$ cat config.mk
export PLATFORM = sky130hd
export DESIGN_NAME = corelet_ctrl_flat
export DESIGN_NICKNAME = d
export VERILOG_FILES = /design/src/rtl/corelet_ctrl_pkg.sv /design/src/rtl/corelet_ctrl_if.sv /design/src/rtl/corelet_ctrl_conv_addr_gen.sv /design/src/rtl/corelet_ctrl.sv /design/src/flat_wrapper.sv
export SDC_FILE = /design/constraint.sdc
export NUM_CORES = 1
export LEC_CHECK = 0
export ABC_AREA = 1
export BUFFER_PORTS_ARGS = -buffer_cell sky130_fd_sc_hd__buf_2
export CELL_PAD_IN_SITES_DETAIL_PLACEMENT = 0
export CELL_PAD_IN_SITES_GLOBAL_PLACEMENT = 1
export CORE_MARGIN = 2
export CORE_UTILIZATION = 44
export DETAILED_ROUTE_END_ITERATION = 10
export PLACE_DENSITY = 0.92
export SLEW_MARGIN = 20
export SYNTH_ARGS = -nofsm -noshare
export SYNTH_HDL_FRONTEND = slang
export SYNTH_SLANG_ARGS = --single-unit
$ cat constraint.sdc
create_clock -name clk -period 4.3 [get_ports clk]
set_input_delay 0.215 -clock clk [delete_from_list [all_inputs] [get_ports clk]]
set_output_delay 0.215 -clock clk [all_outputs]
set_load 0.02 [all_outputs]
$ cat src/rtl/corelet_ctrl_pkg.sv
`default_nettype none
// +------------------------------------------------------------------+
// | corelet_ctrl_pkg - shared geometry, inst bit map, FSM states  r1.0 |
// +------------------------------------------------------------------+
package corelet_ctrl_pkg;

   localparam int ROW      = 8;
   localparam int COL      = 8;
   localparam int KSIZE    = 3;
   localparam int IN_W     = 6;
   localparam int OUT_W    = IN_W - KSIZE + 1;
   localparam int ADDR_BW  = 11;
   localparam int W_BASE   = 0;
   localparam int X_BASE   = 1024;
   localparam int OUT_BASE = 1536;

   localparam int LEN_KIJ  = KSIZE * KSIZE;
   localparam int LEN_NIJ  = IN_W * IN_W;
   localparam int LEN_ONIJ = OUT_W * OUT_W;

   localparam int INST_KLOAD    = 0;
   localparam int INST_EXEC     = 1;
   localparam int INST_L0_WR    = 2;
   localparam int INST_L0_RD    = 3;
   localparam int INST_IFIFO_RD = 4;
   localparam int INST_IFIFO_WR = 5;
   localparam int INST_OFIFO_RD = 6;
   localparam int INST_SFP_SEL  = 7;
   localparam int INST_RELU     = 8;

   function automatic int max2(input int a, input int b);
      return (a > b) ? a : b;
   endfunction

   // Largest value any phase counter reaches inside one state
   localparam int CNT_MAX = max2(max2(LEN_NIJ, COL) + 1, max2(2*COL + ROW, LEN_KIJ + 2));
   localparam int CNT_W   = $clog2(CNT_MAX + 1);
   localparam int KIJ_W   = $clog2(LEN_KIJ + 1);
   localparam int KC_W    = $clog2(KSIZE + 1);
   localparam int OC_W    = $clog2(OUT_W + 1);
   localparam int ONIJ_W  = $clog2(LEN_ONIJ + 1);

   typedef enum logic [2:0] {
      S_IDLE  = 3'd0,
      S_W_L0  = 3'd1,
      S_W_ARR = 3'd2,
      S_X_L0  = 3'd3,
      S_X_EXE = 3'd4,
      S_DRAIN = 3'd5,
      S_ACC   = 3'd6,
      S_DONE  = 3'd7
   } state_t;

endpackage
`default_nettype wire

$ cat src/rtl/corelet_ctrl_if.sv
`default_nettype none
// +------------------------------------------------------------------+
// | corelet_ctrl_if - control/instruction/SRAM bundle of the corelet r1.0 |
// +------------------------------------------------------------------+
interface corelet_ctrl_if;
   import corelet_ctrl_pkg::*;

   logic               start;
   logic               relu_en;
   logic               o_valid;
   logic [8:0]         inst;
   logic               xmem_cen;
   logic [ADDR_BW-1:0] xmem_addr;
   logic               pmem_cen;
   logic               pmem_wen;
   logic [ADDR_BW-1:0] pmem_addr;
   logic               sfp_first;
   logic               busy;
   logic               done;

   modport master (
      input  start, relu_en, o_valid,
      output inst, xmem_cen, xmem_addr, pmem_cen, pmem_wen, pmem_addr, sfp_first, busy, done
   );

   modport slave (
      output start, relu_en, o_valid,
      input  inst, xmem_cen, xmem_addr, pmem_cen, pmem_wen, pmem_addr, sfp_first, busy, done
   );
endinterface
`default_nettype wire

$ cat src/rtl/corelet_ctrl_conv_addr_gen.sv
`default_nettype none
// +------------------------------------------------------------------+
// | conv_addr_gen - psum read / final write addresses for ACC     r1.0 |
// +------------------------------------------------------------------+
module conv_addr_gen
   import corelet_ctrl_pkg::*;
(
   input  wire logic               clk,
   input  wire logic               reset,
   input  wire logic               i_clr,
   input  wire logic               i_k_step,
   input  wire logic               i_o_step,
   output logic [ADDR_BW-1:0]      o_rd_addr,
   output logic [ADDR_BW-1:0]      o_wr_addr,
   output logic                    o_o_last
);
   logic [KIJ_W-1:0]  r_kk;
   logic [KC_W-1:0]   r_kr, r_kc;
   logic [OC_W-1:0]   r_or, r_oc;
   logic [ONIJ_W-1:0] r_o;

   always_ff @(posedge clk or negedge reset) begin
      if (!reset) begin
         r_kk <= '0; r_kr <= '0; r_kc <= '0;
         r_or <= '0; r_oc <= '0; r_o  <= '0;
      end else if (i_clr) begin
         r_kk <= '0; r_kr <= '0; r_kc <= '0;
         r_or <= '0; r_oc <= '0; r_o  <= '0;
      end else begin
         if (i_k_step) begin
            r_kk <= (r_kk == KIJ_W'(LEN_KIJ-1)) ? '0 : r_kk + 1'b1;
            if (r_kc == KC_W'(KSIZE-1)) begin
               r_kc <= '0;
               r_kr <= (r_kr == KC_W'(KSIZE-1)) ? '0 : r_kr + 1'b1;
            end else begin
               r_kc <= r_kc + 1'b1;
            end
         end
         if (i_o_step) begin
            r_o <= r_o + 1'b1;
            if (r_oc == OC_W'(OUT_W-1)) begin
               r_oc <= '0;
               r_or <= r_or + 1'b1;
            end else begin
               r_oc <= r_oc + 1'b1;
            end
         end
      end
   end

   // Row/column counters keep the pixel index multiply-by-constant only
   assign o_rd_addr = ADDR_BW'(int'(r_kk) * LEN_NIJ
                             + (int'(r_or) + int'(r_kr)) * IN_W
                             + int'(r_oc) + int'(r_kc));
   assign o_wr_addr = ADDR_BW'(OUT_BASE + int'(r_o));
   assign o_o_last  = (r_o == ONIJ_W'(LEN_ONIJ-1));
endmodule
`default_nettype wire

$ cat src/rtl/corelet_ctrl.sv
`default_nettype none
// +------------------------------------------------------------------+
// | corelet_ctrl - sequences one convolution tile through a corelet r1.0 |
// +------------------------------------------------------------------+
module corelet_ctrl
   import corelet_ctrl_pkg::*;
(
   input  wire logic       clk,
   input  wire logic       reset,
   corelet_ctrl_if.master  bus
);
   localparam logic [CNT_W-1:0] c_COL      = CNT_W'(COL);
   localparam logic [CNT_W-1:0] c_WARR_END = CNT_W'(2*COL + ROW - 1);
   localparam logic [CNT_W-1:0] c_NIJ      = CNT_W'(LEN_NIJ);
   localparam logic [CNT_W-1:0] c_NIJ_END  = CNT_W'(LEN_NIJ - 1);
   localparam logic [CNT_W-1:0] c_KIJ      = CNT_W'(LEN_KIJ);
   localparam logic [CNT_W-1:0] c_ACC_WR   = CNT_W'(LEN_KIJ + 1);

   state_t             r_state, w_state_nxt;
   logic [CNT_W-1:0]   r_cnt, r_aux;
   logic [KIJ_W-1:0]   r_kij;
   logic               r_relu, r_l0_wr, r_wr_pend;
   logic               w_xrd, w_ofifo_rd;
   logic [ADDR_BW-1:0] w_acc_rd_addr, w_acc_wr_addr;
   logic               w_o_last, w_acc_rd, w_acc_wr;

   assign w_acc_rd = (r_state == S_ACC) && (r_cnt < c_KIJ);
   assign w_acc_wr = (r_state == S_ACC) && (r_cnt == c_ACC_WR);

   conv_addr_gen u_addr_gen (
      .clk       (clk),
      .reset     (reset),
      .i_clr     (r_state != S_ACC),
      .i_k_step  (w_acc_rd),
      .i_o_step  (w_acc_wr),
      .o_rd_addr (w_acc_rd_addr),
      .o_wr_addr (w_acc_wr_addr),
      .o_o_last  (w_o_last)
   );

   always_ff @(posedge clk or negedge reset) begin
      if (!reset) r_state <= S_IDLE;
      else        r_state <= w_state_nxt;
   end

   always_comb begin
      w_state_nxt = r_state;
      case (r_state)
         S_IDLE:  if (bus.start)              w_state_nxt = S_W_L0;
         S_W_L0:  if (r_cnt == c_COL)         w_state_nxt = S_W_ARR;
         S_W_ARR: if (r_cnt == c_WARR_END)    w_state_nxt = S_X_L0;
         S_X_L0:  if (r_cnt == c_NIJ)         w_state_nxt = S_X_EXE;
         S_X_EXE: if (r_cnt == c_NIJ_END)     w_state_nxt = S_DRAIN;
         S_DRAIN: if (r_wr_pend && r_cnt == c_NIJ_END)
                     w_state_nxt = (r_kij == KIJ_W'(LEN_KIJ-1)) ? S_ACC : S_W_L0;
         S_ACC:   if (w_acc_wr && w_o_last)   w_state_nxt = S_DONE;
         S_DONE:                              w_state_nxt = S_IDLE;
         default:                             w_state_nxt = S_IDLE;
      endcase
   end

   always_comb begin
      w_xrd          = 1'b0;
      w_ofifo_rd     = 1'b0;
      bus.inst       = '0;
      bus.xmem_addr  = '0;
      bus.pmem_cen   = 1'b1;
      bus.pmem_wen   = 1'b1;
      bus.pmem_addr  = '0;
      bus.sfp_first  = 1'b0;
      bus.busy       = (r_state != S_IDLE) && (r_state != S_DONE);
      bus.done       = (r_state == S_DONE);
      bus.inst[INST_L0_WR]    = r_l0_wr;
      bus.inst[INST_IFIFO_RD] = 1'b0;
      bus.inst[INST_IFIFO_WR] = 1'b0;
      case (r_state)
         S_W_L0: if (r_cnt < c_COL) begin
            w_xrd         = 1'b1;
            bus.xmem_addr = ADDR_BW'(W_BASE + int'(r_kij) * COL + int'(r_cnt));
         end
         S_W_ARR: if (r_cnt < c_COL) begin
            bus.inst[INST_L0_RD] = 1'b1;
            bus.inst[INST_KLOAD] = 1'b1;
         end
         S_X_L0: if (r_cnt < c_NIJ) begin
            w_xrd         = 1'b1;
            bus.xmem_addr = ADDR_BW'(X_BASE + int'(r_cnt));
         end
         S_X_EXE: begin
            bus.inst[INST_L0_RD] = 1'b1;
            bus.inst[INST_EXEC]  = 1'b1;
         end
         S_DRAIN: begin
            // r_aux counts rows popped; never pop beyond one tile's worth
            w_ofifo_rd              = bus.o_valid && (r_aux < c_NIJ);
            bus.inst[INST_OFIFO_RD] = w_ofifo_rd;
            if (r_wr_pend) begin
               bus.pmem_cen  = 1'b0;
               bus.pmem_wen  = 1'b0;
               bus.pmem_addr = ADDR_BW'(int'(r_kij) * LEN_NIJ + int'(r_cnt));
            end
         end
         S_ACC: begin
            bus.inst[INST_SFP_SEL] = 1'b1;
            bus.inst[INST_RELU]    = r_relu;
            bus.sfp_first          = (r_cnt == CNT_W'(1));
            if (w_acc_rd) begin
               bus.pmem_cen  = 1'b0;
               bus.pmem_addr = w_acc_rd_addr;
            end else if (w_acc_wr) begin
               bus.pmem_cen  = 1'b0;
               bus.pmem_wen  = 1'b0;
               bus.pmem_addr = w_acc_wr_addr;
            end
         end
         default: ;
      endcase
      bus.xmem_cen = !w_xrd;
   end

   always_ff @(posedge clk or negedge reset) begin
      if (!reset) begin
         r_cnt     <= '0;
         r_aux     <= '0;
         r_kij     <= '0;
         r_relu    <= 1'b0;
         r_l0_wr   <= 1'b0;
         r_wr_pend <= 1'b0;
      end else begin
         r_l0_wr   <= w_xrd;
         r_wr_pend <= w_ofifo_rd;
         if (r_state == S_IDLE && bus.start) begin
            r_relu <= bus.relu_en;
            r_kij  <= '0;
         end
         if (r_state == S_DRAIN && w_state_nxt == S_W_L0)
            r_kij <= r_kij + 1'b1;
         if (w_state_nxt != r_state) begin
            r_cnt <= '0;
            r_aux <= '0;
         end else begin
            case (r_state)
               S_IDLE, S_DONE: r_cnt <= '0;
               S_DRAIN: begin
                  r_cnt <= r_cnt + CNT_W'(r_wr_pend);
                  r_aux <= r_aux + CNT_W'(w_ofifo_rd);
               end
               S_ACC:   r_cnt <= (r_cnt == c_ACC_WR) ? '0 : r_cnt + 1'b1;
               default: r_cnt <= r_cnt + 1'b1;
            endcase
         end
      end
   end
endmodule
`default_nettype wire

$ cat src/flat_wrapper.sv
// flat-port wrapper written by rule: the top's interface ports become plain ports
module corelet_ctrl_flat import corelet_ctrl_pkg::*;
  (clk, reset, bus_start, bus_relu_en, bus_o_valid, bus_inst, bus_xmem_cen, bus_xmem_addr, bus_pmem_cen, bus_pmem_wen, bus_pmem_addr, bus_sfp_first, bus_busy, bus_done);
  corelet_ctrl_if bus_i ();
  input  wire logic clk;
  input  wire logic reset;
  input wire logic [$bits(bus_i.start)-1:0] bus_start;
  input wire logic [$bits(bus_i.relu_en)-1:0] bus_relu_en;
  input wire logic [$bits(bus_i.o_valid)-1:0] bus_o_valid;
  output wire logic [$bits(bus_i.inst)-1:0] bus_inst;
  output wire logic [$bits(bus_i.xmem_cen)-1:0] bus_xmem_cen;
  output wire logic [$bits(bus_i.xmem_addr)-1:0] bus_xmem_addr;
  output wire logic [$bits(bus_i.pmem_cen)-1:0] bus_pmem_cen;
  output wire logic [$bits(bus_i.pmem_wen)-1:0] bus_pmem_wen;
  output wire logic [$bits(bus_i.pmem_addr)-1:0] bus_pmem_addr;
  output wire logic [$bits(bus_i.sfp_first)-1:0] bus_sfp_first;
  output wire logic [$bits(bus_i.busy)-1:0] bus_busy;
  output wire logic [$bits(bus_i.done)-1:0] bus_done;
  assign bus_i.start = bus_start;
  assign bus_i.relu_en = bus_relu_en;
  assign bus_i.o_valid = bus_o_valid;
  assign bus_inst = bus_i.inst;
  assign bus_xmem_cen = bus_i.xmem_cen;
  assign bus_xmem_addr = bus_i.xmem_addr;
  assign bus_pmem_cen = bus_i.pmem_cen;
  assign bus_pmem_wen = bus_i.pmem_wen;
  assign bus_pmem_addr = bus_i.pmem_addr;
  assign bus_sfp_first = bus_i.sfp_first;
  assign bus_busy = bus_i.busy;
  assign bus_done = bus_i.done;
  corelet_ctrl u_core (.clk(clk), .reset(reset), .bus(bus_i));
endmodule
---- Word-level counts from Yosys, hierarchy flattened ----
Index checks and enable logic that the tools add are counted.
storage, ports and cells
  register bits ........................... 41
  ROM bits ................................ 0
  memories ................................ 0
  RAM bits ................................ 0
  logic and storage cells ................. 137
  latch bits .............................. 0
  bits of input ports ..................... 5
operators by class
  divide/modulo/power cells ............... 0
  equality and inequality tests ........... 23
  shifts and indexed selects .............. 0
  $lt $le $gt $ge ......................... 4
  bitwise logic cells ..................... 0
  reductions and logical operators ........ 20
  mux-type cells .......................... 56
  add/subtract/negate cells ............... 18
  multipliers ............................. 3
operator list
  cell                                                                    number
  11-bit 2-to-1 mux                                                       5
  11-bit one-hot mux with 2 select lines                                  2
  3-bit 2-to-1 mux                                                        14
  6-bit 2-to-1 mux                                                        4
  3-bit one-hot mux with 8 select lines                                   1
  4-bit 2-to-1 mux                                                        5
  6-bit one-hot mux with 3 select lines                                   1
  4-bit by 4-bit multiplier with 8-bit output (second input constant)     2
  2-bit 2-to-1 mux                                                        8
  6-bit by 1-bit adder with 6-bit output                                  2
  3-bit equality test (second input constant)                             4
  6-bit by 4-bit equality test with 1-bit output (second input constant)  2
  6-bit equality test (second input constant)                             2
  6-bit by 4-bit < comparator with 1-bit output (second input constant)   2
  6-bit < comparator (second input constant)                              2
  2-bit nonzero test                                                      6
  10-bit by 7-bit adder with 11-bit output                                1
  11-bit by 2-bit adder with 11-bit output                                1
  11-bit by 3-bit adder with 11-bit output                                1
  11-bit by 5-bit adder with 11-bit output (first input constant)         1
  11-bit by 6-bit adder with 11-bit output (first input constant)         1
  11-bit by 7-bit adder with 11-bit output                                1
  1-bit 2-to-1 mux                                                        10
  5-bit 2-to-1 mux                                                        2
  other kinds (24)                                                        44

---- Depth between registers and ports, before layout ----
Gate-level depths: netlist of run 1.
  depth after elaboration ................. 8
  gate-level depth with buffers ........... 18

---- Hierarchy ----
From an unflattened synthesis of run 1, not the netlist that was laid out.
unflattened totals
  cell total of the unflattened synthesis .. 531
  area, all modules ....................... 3962.6 sq um
modules (own cells, without submodules)
  module         cells an instance  area an instance (sq um)  instances
  corelet_ctrl   309                2243.4                    1
  conv_addr_gen  222                1719.1                    1

---- Worst setup path after synthesis of run 1 ----
OpenSTA, ideal clock, no wires.
  path type ............................... register to output
  start point ............................. register u_core.u_addr_gen.r_or[0]
  end point ............................... output port bus_pmem_addr[7]
  setup slack ............................. 0.621 ns
  stages on the path, launching flop included .. 17
  required time ........................... 4.085 ns
  buffers on the path ..................... 0
  data arrival time ....................... 3.464 ns
  cell sequence ........................... dfrtp_1 -> ha_1 -> inv_1 -> fa_1 -> inv_1 -> ha_1 -> fa_1 -> xor2_1 -> ha_1 -> ha_1 -> a21oi_1 -> nand2_1 -> nand2_1 -> nand2_1 -> a21oi_1 -> xor2_1 -> o21bai_1
between the ends
  word-level cells in the longest chain between the ends .. 7
RTL lines
  element                                      RTL line                          source
  start: declaration                           corelet_ctrl_conv_addr_gen.sv:19  logic [OC_W-1:0] r_or, r_oc;
  start signal: assignment                     corelet_ctrl_conv_addr_gen.sv:43  r_or <= r_or + 1'b1;
  3-bit by 2-bit adder with 4-bit output       corelet_ctrl_conv_addr_gen.sv:53  + (int'(r_or) + int'(r_kr)) * IN_W
  4-bit by 2-bit multiplier with 6-bit output  corelet_ctrl_conv_addr_gen.sv:53
  10-bit by 7-bit adder with 11-bit output     corelet_ctrl_conv_addr_gen.sv:53
  11-bit by 3-bit adder with 11-bit output     corelet_ctrl_conv_addr_gen.sv:54  + int'(r_oc) + int'(r_kc));
  11-bit by 2-bit adder with 11-bit output     corelet_ctrl_conv_addr_gen.sv:54
  11-bit 2-to-1 mux                            corelet_ctrl.sv:107               if (w_acc_rd) begin
  11-bit one-hot mux with 2 select lines       corelet_ctrl.sv:76                case (r_state)
  end: declaration                             flat_wrapper.sv:15                output wire logic [$bits(bus_i.pmem_addr)-1:0] bus_pmem_addr;
No other way between the ends.

---- Worst setup path in the final report of run 1 ----
Same ends and word-level chain as after synthesis.

==> out/summary.txt, run 1 <==
Share of the synthesized area in the top cell type: 26.55%
Seq pwr share: 52.1%
Final Cell Area: 4248 µm²
Worst reg-to-reg path cell count: 10
Via Count: 3365
Drt wl/cell: 13.59 µm
Clock sinks: 41
Drt first pass iters: 4
# nets final: 598
Ys Warns: 0
Post-synth EDFFs: 0
Port Buffer Count: 37
DP Worst Slack: 0.4383 ns
FF/Latch Area: 1026 µm²
CP Class: reg -> out
Post-synthesis sequential area ratio: 26.55%
Rows: 34
Worst setup EP type: output pin
Clk pin slew, worst setup/hold paths: 0.09 ns
Gpl congestion: 0.8892
Async SR Flop Fraction: 100.0%
Avg Cell Area, Syn: 7.681 µm²
RSZ-0062 raised after global routing: false
Largest net degree at the start of global routing: 42
Grt total ovfl: 0
Chip height: 97.71 µm
Total of max-cap violations: 0
I/O pins: 42
Peak supply drop: 0.0001490 V
Mapped cell area: 3864 µm²
Critical Path RT: 4.09 ns
TritonCTS buffer count: 5
Final period util: 95.42%
Die width: 97.71 µm
1st-iter DRT viols: 149
Hold WS: 0.03495 ns
Die area: 9546 µm²
Vias in the first global route: 3305
Status: completed
Comb pwr share: 1.7%
Worst path arrival time: 3.89 ns
FF+latch count, synth: 41
Setup violators final: 0
Measured slew at the worst slew-check pin: 0.9408 ns
Diode count: 0
Netlist cell types: 44
Synth Flop Type: dfrtp_1
Via density: 5.209
Max-slew headroom: 37.28%
Global-route wire length before repair: 15190 µm
Total track usage: 19.20%
Dpl cells: 636
Post-DP HPWL: 6895 µm
Placed Area: 4071 µm²
Initial Util: 44.74%
Final Max Tran Viols: 0
Fin cells: 646
Fin util: 49.19%
Maximum clock rate: 243.7 MHz
Clock share of power: 46.3%
Share of cells above drive strength 1: 15.80%
Htree depth: 2
Crit start category: register
Total power: 0.7398 mW
Multi-input logic area: 2475 µm²
P_leak: 2.084 nW
Crit path max fanout: 5
Syn Inst Count: 503
PnR worst setup slack: 0.1970 ns
Post-CTS Hold Buffers: 0
Clock period minus worst slack: 4.103 ns
Post-route ant nets: 0
Core region area: 8636 µm²
Total Wirelength: 8782 µm
Sw Pwr: 0.1642 mW
CTS root buf: clkbuf_8
Power Density: 174.2 nW/µm²
Final hold vios: 0
Clock latency on the worst-skew pair: 0.31 ns
Most numerous cell in the Yosys netlist: nand2_1
Sw Ratio: 22.20%
Largest cells by area after synthesis: dfrtp_1 27%, ha_1 16%, nand2_1 8.1%
Max Clock Skew: 0.01207 ns
Area leader, netlist: dfrtp_1
CTS tree: yes
Number of antenna violations at the first check in global routing: 0
Synth-to-Final Area Change: 9.942%
Internal Pwr Total: 0.5756 mW
HP Class: in -> async
Setup TNS Final: 0 ns
Synth cell count leaders: 83 x nand2_1, 71 x inv_1, 49 x ha_1, 49 x nor2_1, 41 x dfrtp_1
Clk buf depth: 2
DR DRC count: 0
Fillers: 859
-- metal layers --
layer | vias to the layer above | GRT usage, % | part of all wire [%]
met5 | - | 0 | 0
met4 | 0 | 5.769 | 1.3
met3 | 9 | 2.878 | 3.3
met2 | 63 | 33.74 | 50
met1 | 1587 | 24.44 | 46
li1 | 1706 | - | -
-- sequential cells by signal, indices dropped and copies added (netlist names) --
register,flops
u_core.r_aux,6
u_core.r_cnt,6
u_core.r_kij,4
u_core.r_l0_wr,1
u_core.r_relu,1
u_core.r_state,3
u_core.r_wr_pend,1
u_core.u_addr_gen.r_kc,2
u_core.u_addr_gen.r_kk,4
u_core.u_addr_gen.r_kr,2
u_core.u_addr_gen.r_o,5
u_core.u_addr_gen.r_oc,3
u_core.u_addr_gen.r_or,3
-- power by group through the flow --
stage	clock network (mW)	logic, mW	registers [mW]
2_1_floorplan	0	0.00604	0.393
3_3_place_gp	0	0.0132	0.393
3_5_place_dp	0	0.0131	0.393
4_1_cts	0.350	0.0131	0.385
5_1_grt	0.359	0.0144	0.385
6_report	0.342	0.0124	0.385
-- final timing paths --
kind                                                start                        end  slack (ns)
worst max-delay path            u_core.u_addr_gen.r_or[0]           bus_pmem_addr[7]        0.20
worst min-delay path                                reset  u_core.u_addr_gen.r_kk[3]        0.03
worst max register to register          u_core.r_state[1]            u_core.r_aux[4]        2.00
worst min register to register              u_core.r_relu              u_core.r_relu        0.52
max in group asynchronous                           reset            u_core.r_kij[2]        3.67
min in group clk                              bus_o_valid           u_core.r_wr_pend        0.15
-- placed cells by master (no fill, tap or decap), drive strengths merged, types with 3 or more instances in the layout --
cell type / netlist / routed
ha: 49 / 49
nand3: 37 / 37
nand4: 10 / 10
o21ai: 30 / 30
clkbuf: 0 / 6
o22ai: 7 / 7
o211ai: 3 / 3
buf: 15 / 39
inv: 76 / 76
nor3: 6 / 6
a21oi: 23 / 23
fa: 7 / 7
dfrtp: 41 / 41
nor2: 70 / 70
conb: 1 / 4
nand2: 84 / 84
a22oi: 3 / 3
o221ai: 3 / 3
xor2: 17 / 17
xnor2: 5 / 5
-- critical path, stage by stage (launching register included) --
cell and delay, ns:
dfrtp_1 0.38, ha_1 0.17, inv_1 0.06, fa_1 0.52, inv_1 0.08, ha_1 0.24, fa_1 0.41, xor2_1 0.17
ha_1 0.34, ha_4 0.27, a21oi_1 0.14, nand2_1 0.10, nand2_1 0.09, nand2_1 0.07, a21oi_2 0.12, xor2_1 0.16
o21bai_1 0.07, buf_2 0.16
-- layout make-up --
cell class | count | share of cell area (%)
flip-flops and latches | 41 | 24.15
multi-input cells | 373 | 58.26
repair buffers | 39 | 4.713
inverters | 77 | 6.863
clock inverters | 2 | 0.8837
clock buffers | 6 | 1.944
well taps | 108 | 3.181
-- cells by family (layout without fill, tap and decap cells) --
family	Yosys count	after routing	synth area share, %
buf+inv	92	124	10.75
mux	2	2	0.5182
fa+ha+maj	56	56	19.49
simple gates	209	209	25.36
xor+xnor	22	22	4.987
other cells	1	4	0.09706
flops	41	41	26.55
compound gates	80	80	12.24
-- repair_timing --
| action | CTS | global route |
|---|---|---|
| hold endpoints to repair | 0 | 0 |
| setup endpoints to repair | 0 | 3 |
| gates resized for setup | 0 | 6 |
| buffers inserted | 0 | 2 |
No activity file was read; power rests on OpenSTA's default activity.
==> run 2: changes to the inputs <==
--- a/config.mk
+++ b/config.mk
@@ -5,14 +5,13 @@
 export SDC_FILE = /design/constraint.sdc
 export NUM_CORES = 1
 export LEC_CHECK = 0
-export ABC_AREA = 1
-export BUFFER_PORTS_ARGS = -buffer_cell sky130_fd_sc_hd__buf_2
 export CELL_PAD_IN_SITES_DETAIL_PLACEMENT = 0
 export CELL_PAD_IN_SITES_GLOBAL_PLACEMENT = 1
 export CORE_MARGIN = 2
-export CORE_UTILIZATION = 44
+export CORE_UTILIZATION = 49
 export DETAILED_ROUTE_END_ITERATION = 10
-export PLACE_DENSITY = 0.92
+export DONT_BUFFER_PORTS = 1
+export PLACE_DENSITY_LB_ADDON = 0.1
 export SLEW_MARGIN = 20
 export SYNTH_ARGS = -nofsm -noshare
 export SYNTH_HDL_FRONTEND = slang
==> run 2 against run 1 <==
Effect of this change:
- cell count down 14%
- wire length is 1.6% higher
- power down 6.8%
- register-to-register slack lost 0.57 ns
- synthesized cell count fell by 10%
- maximum frequency down 1.8%
- via count is 7.8% lower
- clock power is 15% lower
- final area is 2.3% lower
- core utilization up 5.4 points
==> out/summary.txt, run 2 <==
Status: completed
Post-synth EDFFs: 0
Final period util: 97.16%
Die width: 92.11 µm
Dpl cells: 539
Fin cells: 553
Chip height: 92.11 µm
Largest family of logic cells by synthesized area: simple AND/OR/NAND/NOR gates
Via density: 5.611
Avg Cell Area, Syn: 8.434 µm²
Core region area: 7607 µm²
Worst path arrival time: 3.96 ns
CTS tree: yes
CTS root buf: clkbuf_8
Global-route wire length before repair: 14890 µm
Drt first pass iters: 4
Most numerous cell in the Yosys netlist: ha_1
Total of max-cap violations: 0
Fillers: 722
Crit start category: register
1st-iter DRT viols: 159
Synth Flop Type: dfrtp_1
Syn Inst Count: 451
Share of cells above drive strength 1: 11.75%
Share of the synthesized area in the top cell type: 26.97%
Post-synthesis sequential area ratio: 26.97%
Synth Area in Compound Gates: 17.50%
Htree depth: 2
Total track usage: 21.73%
Ys Warns: 0
Hold path depth: 1
DR DRC count: 0
Area leader, netlist: dfrtp_1
Rows: 32
Clk buf depth: 2
Crit path max fanout: 4
CP Class: reg -> out
Setup TNS Final: 0 ns
Synth Area in Simple Gates: 22.96%
Mux cell area share after synthesis: 0.8224%
Multi-input logic area: 2679 µm²
Clk pin slew, worst setup/hold paths: 0.09 ns
# nets final: 511
Power Density: 166.1 nW/µm²
Post-synthesis adder-cell area fraction: 19.80%
Gpl congestion: 0.8549
Number of antenna violations at the first check in global routing: 0
Synth cell count leaders: 49 x ha_1, 45 x nand2_1, 41 x dfrtp_1
P_leak: 1.818 nW
Post-DP HPWL: 6484 µm
Worst reg-to-reg path cell count: 6
I/O pins: 42
FF/Latch Area: 1026 µm²
Final hold vios: 0
Vias in the first global route: 3074
Clock latency on the worst-skew pair: 0.30 ns
Clock sinks: 41
FF+latch count, synth: 41
Port Buffer Count: 0
Largest net degree at the start of global routing: 42
Die area: 8483 µm²
Critical Path RT: 4.09 ns
Worst setup EP type: output pin
HP Class: in -> reg
Post-synthesis xor/xnor area fraction: 5.757%
Clock period minus worst slack: 4.178 ns
Diode count: 0
Via Count: 3103
Top Registers: u_core.r_aux x6, u_core.r_cnt x6, u_core.u_addr_gen.r_o x5
Total Wirelength: 8923 µm
Final Max Tran Viols: 0
Maximum clock rate: 239.4 MHz
Netlist cell types: 57
Mapped cell area: 3804 µm²
Post-route ant nets: 0
Largest cells by area after synthesis: dfrtp_1 27%, ha_1 16%, nand2_1 4.4%
RSZ-0062 raised after global routing: true
Most common cell after layout, fill and taps aside: nand2_1
Max Clock Skew: 0.004700 ns
Async SR Flop Fraction: 100.0%
Peak supply drop: 0.0001194 V
Synth-to-Final Area Change: 9.145%
TritonCTS buffer count: 5
Measured slew at the worst slew-check pin: 0.7522 ns
Grt total ovfl: 0
Max-slew headroom: 49.67%
Setup violators final: 0
Drt wl/cell: 16.14 µm
Initial Util: 50.00%
Most frequent cells in the layout: 45 x nand2_1, 42 x ha_1, 41 x dfrtp_1, 36 x nor2_1, 31 x a21oi_1
[run 2: where the power goes]
part           internal, mW  switching (mW)
Sequential            0.386        0.000259
Combinational       0.00366          0.0114
Clock                 0.123           0.166
[run 2: stage by stage]
step	hold WS (ns)	util [%]	power [mW]	setup slack, ns	area [µm²]
final	0.06525	54.57	0.6897	0.1221	4151
after global routing	0.05104	54.57	0.7205	-0.03970	4151
after CTS	0.05871	53.65	0.7004	0.01873	4081
after detailed placement	-0.07950	50.81	0.3973	0.1294	3865
after global placement	-0.07912	50.81	0.3972	0.1901	3865
after floorplan	-0.08059	-	0.3999	0.1810	3815
[run 2: cells by family after synthesis]
group                    Yosys count
AO/OA/AOI/OAI                    104
XOR/XNOR                          25
adder cells (fa/ha/maj)           56
buffers and inverters             52
flip-flops                        41
multiplexers                       3
other                              1
AND/OR/NAND/NOR                  169
[run 2: cell type report]
class | count | share of cell area [%]
multi-input combinational | 361 | 64.53
timing repair buffer | 12 | 2.712
clock inverter | 3 | 0.6932
sequential | 41 | 24.71
clock buffer | 5 | 1.658
inverter | 29 | 2.622
tap | 102 | 3.074
[run 2: critical path, stage by stage, from the launching register on]
cell and delay [ns]:
dfrtp_1 0.38, ha_2 0.19, inv_2 0.04, fa_2 0.42
xnor2_4 0.16, buf_4 0.17, fa_2 0.55, ha_1 0.25
ha_4 0.29, nor2b_4 0.15, o31a_1 0.16, nor4_1 0.05
or4_1 0.43, xnor2_1 0.15, o21ai_1 0.11, buf_4 0.15
[run 2: what timing repair did]
action                                  CTS  global route
hold buffers                              2             0
hold endpoints to repair                 41             0
endpoints found under the setup margin    4             4
gates resized for setup                  12             7
buffers inserted                          2             2
pin swaps                                 6             2
[run 2: final timing paths]
| path | start | endpoint | slack [ns] |
|---|---|---|---|
| setup reg to reg | u_core.r_cnt[3] | u_core.r_cnt[5] | 1.43 |
| setup / recovery | u_core.u_addr_gen.r_kr[0] | bus_pmem_addr[9] | 0.12 |
| hold / removal | bus_relu_en | u_core.r_relu | 0.07 |
| hold reg to reg | u_core.r_relu | u_core.r_relu | 0.54 |
| min in group asynchronous | reset | u_core.r_aux[3] | 0.40 |
| max in group asynchronous | reset | u_core.r_state[2] | 3.71 |
[run 2: per-layer routing]
layer | up-vias | GRT usage, % | routed length, µm
li1 | 1575 | - | -
met4 | 0 | 4.975 | 48
met2 | 48 | 35.29 | 4207
met3 | 4 | 3.040 | 317
met1 | 1476 | 30.83 | 4349
met5 | - | 0 | 0
==> run 3: changes to the inputs <==
--- a/config.mk
+++ b/config.mk
@@ -11,8 +11,7 @@
 export CORE_UTILIZATION = 49
 export DETAILED_ROUTE_END_ITERATION = 10
 export DONT_BUFFER_PORTS = 1
-export PLACE_DENSITY_LB_ADDON = 0.1
-export SLEW_MARGIN = 20
+export PLACE_DENSITY_LB_ADDON = 0.05
 export SYNTH_ARGS = -nofsm -noshare
 export SYNTH_HDL_FRONTEND = slang
 export SYNTH_SLANG_ARGS = --single-unit
==> run 3 against run 2 <==
Effect of this change:
- sequential share of layout area is 0.28 points lower
- worst setup slack worse by 0.026 ns
- clock-buffer cell count stayed put
- critical path type unchanged
- clock power hardly changed
- wire length is 2.9% higher
- maximum frequency is 0.62% lower
- combinational power hardly changed
- non-clock buffer count stayed put
==> out/summary.txt, run 3 (synthesized netlist as in run 2, its figures left out) <==
I/O pins: 42
Crit path cell chain: ha_2 -> inv_2 -> fa_2 -> inv_4 -> ha_4 -> fa_2 -> ha_4 -> ha_4 -> nor2b_4 -> o31a_1 -> nor4_2 -> or4_1 -> xnor2_1 -> o21ai_1 -> buf_4
Vias in the first global route: 3104
Post-DP HPWL: 6609 µm
Die width: 92.11 µm
Worst path arrival time: 3.99 ns
Maximum clock rate: 237.9 MHz
Drt first pass iters: 4
Grt total ovfl: 0
Chip height: 92.11 µm
Peak supply drop: 0.0001104 V
Hold WS: 0.05716 ns
Most common cell on crit path: ha_4
DR DRC count: 0
Clk pin slew, worst setup/hold paths: 0.10 ns
Critical Path RT: 4.09 ns
Clock period minus worst slack: 4.204 ns
Max incr delay on CP: 0.59 ns
Clk buf depth: 2
PnR worst setup slack: 0.09598 ns
Total of max-cap violations: 0
Via Count: 3154
Slowest-stage cell, CP: fa_2
Dpl cells: 539
Max-slew headroom: 46.64%
Largest net degree at the start of global routing: 42
Max Clock Skew: 0.005512 ns
Die area: 8483 µm²
Port Buffer Count: 0
Final Max Tran Viols: 0
Most frequent cells in the layout: 45 x nand2_1, 41 x dfrtp_1, 40 x ha_1, 36 x nor2_1, 30 x a21oi_1
Clock latency on the worst-skew pair: 0.30 ns
Htree depth: 2
Fin cells: 553
Core region area: 7607 µm²
Rows: 32
Gpl congestion: 0.8228
Crit path max fanout: 3
Setup violators final: 0
CTS tree: yes
Drt wl/cell: 16.61 µm
Via density: 5.703
Diode count: 0
P_leak: 1.814 nW
Measured slew at the worst slew-check pin: 0.7920 ns
Crit start category: register
Top Registers: u_core.r_aux x6, u_core.r_cnt x6, u_core.u_addr_gen.r_o x5
TritonCTS buffer count: 5
Total track usage: 22.88%
Worst setup EP type: output pin
# nets final: 511
CTS root buf: clkbuf_8
Status: completed
Number of antenna violations at the first check in global routing: 0
HP Class: in -> reg
1st-iter DRT viols: 149
Power Density: 164.8 nW/µm²
Total Wirelength: 9186 µm
Global-route wire length before repair: 15680 µm
Post-route ant nets: 0
Clock sinks: 41
CP Class: reg -> out
RSZ-0062 raised after global routing: true
Share of cells above drive strength 1: 13.08%
DP Worst Slack: 0.09987 ns
Synth-to-Final Area Change: 10.39%
Final hold vios: 0
Most common cell after layout, fill and taps aside: nand2_1
Initial Util: 50.00%
Final period util: 97.77%
## run 3: cell counts in the layout (fill, tap and decap cells not counted)
No cell type changed its count.
## run 3: worst max-delay path, delay by kind of cell, from the launching register on
kind / cells / cell delay [ns]
fa+ha+maj: 6 / 1.96
xor+xnor: 1 / 0.14
flops: 1 / 0.38
buf+inv: 3 / 0.25
compound gates: 2 / 0.32
simple gates: 3 / 0.63
## run 3: final cells by class
cell class                 count  area, µm²
clock buffer                   5      68.82
clock inverter                 3      28.78
fill                         737       3408
inverter                      29      111.4
multi-input combinational    361       2724
sequential                    41       1026
tap                          102      127.6
timing repair buffer          12      112.6
## run 3: timing repair
item	CTS	global route
pin swaps	1	17
hold endpoints to repair	41	0
gates resized for setup	10	16
setup endpoints to repair	4	5
buffers inserted	2	2
hold buffers	2	0
## run 3: worst paths after layout
path / end / slack [ns] / start / cells after the start
worst max-delay path: bus_pmem_addr[9] / 0.1 / u_core.u_addr_gen.r_or[0] / 15
worst min-delay path: u_core.r_relu / 0.06 / bus_relu_en / 1
worst max register to register: u_core.r_cnt[3] / 1.39 / u_core.r_cnt[3] / 6
worst min register to register: u_core.r_relu / 0.51 / u_core.r_relu / 1
max in group asynchronous: u_core.u_addr_gen.r_kk[1] / 3.66 / reset / 2
min in group asynchronous: u_core.r_kij[3] / 0.44 / reset / 2
## run 3: metrics by stage
step                utilization, %  power [mW]  TNS, ns  cell area [µm²]
detailed placement           50.81      0.3972        0             3865
finish                       55.20      0.6920        0             4199
global route                 55.20      0.7188  -0.1086             4199
floorplan                        -      0.3999        0             3815
CTS                          53.49      0.7017  -0.1803             4069
global placement             50.81      0.3971        0             3865
## run 3: routing by layer
layer	global-route usage, %	up-vias	routed length [µm]
met4	5.597	0	109
met3	3.780	12	276
li1	-	1580	-
met2	34.99	46	4073
met1	33.75	1516	4727
met5	0	-	0
## run 3: power breakdown
| part | internal (mW) | total [mW] | leakage [nW] | switching [mW] |
|---|---|---|---|---|
| sequential | 0.386 | 0.386 | 0.531 | 0.000174 |
| combinational | 0.00365 | 0.0154 | 1.23 | 0.0117 |
| clock | 0.123 | 0.291 | 0.0511 | 0.168 |
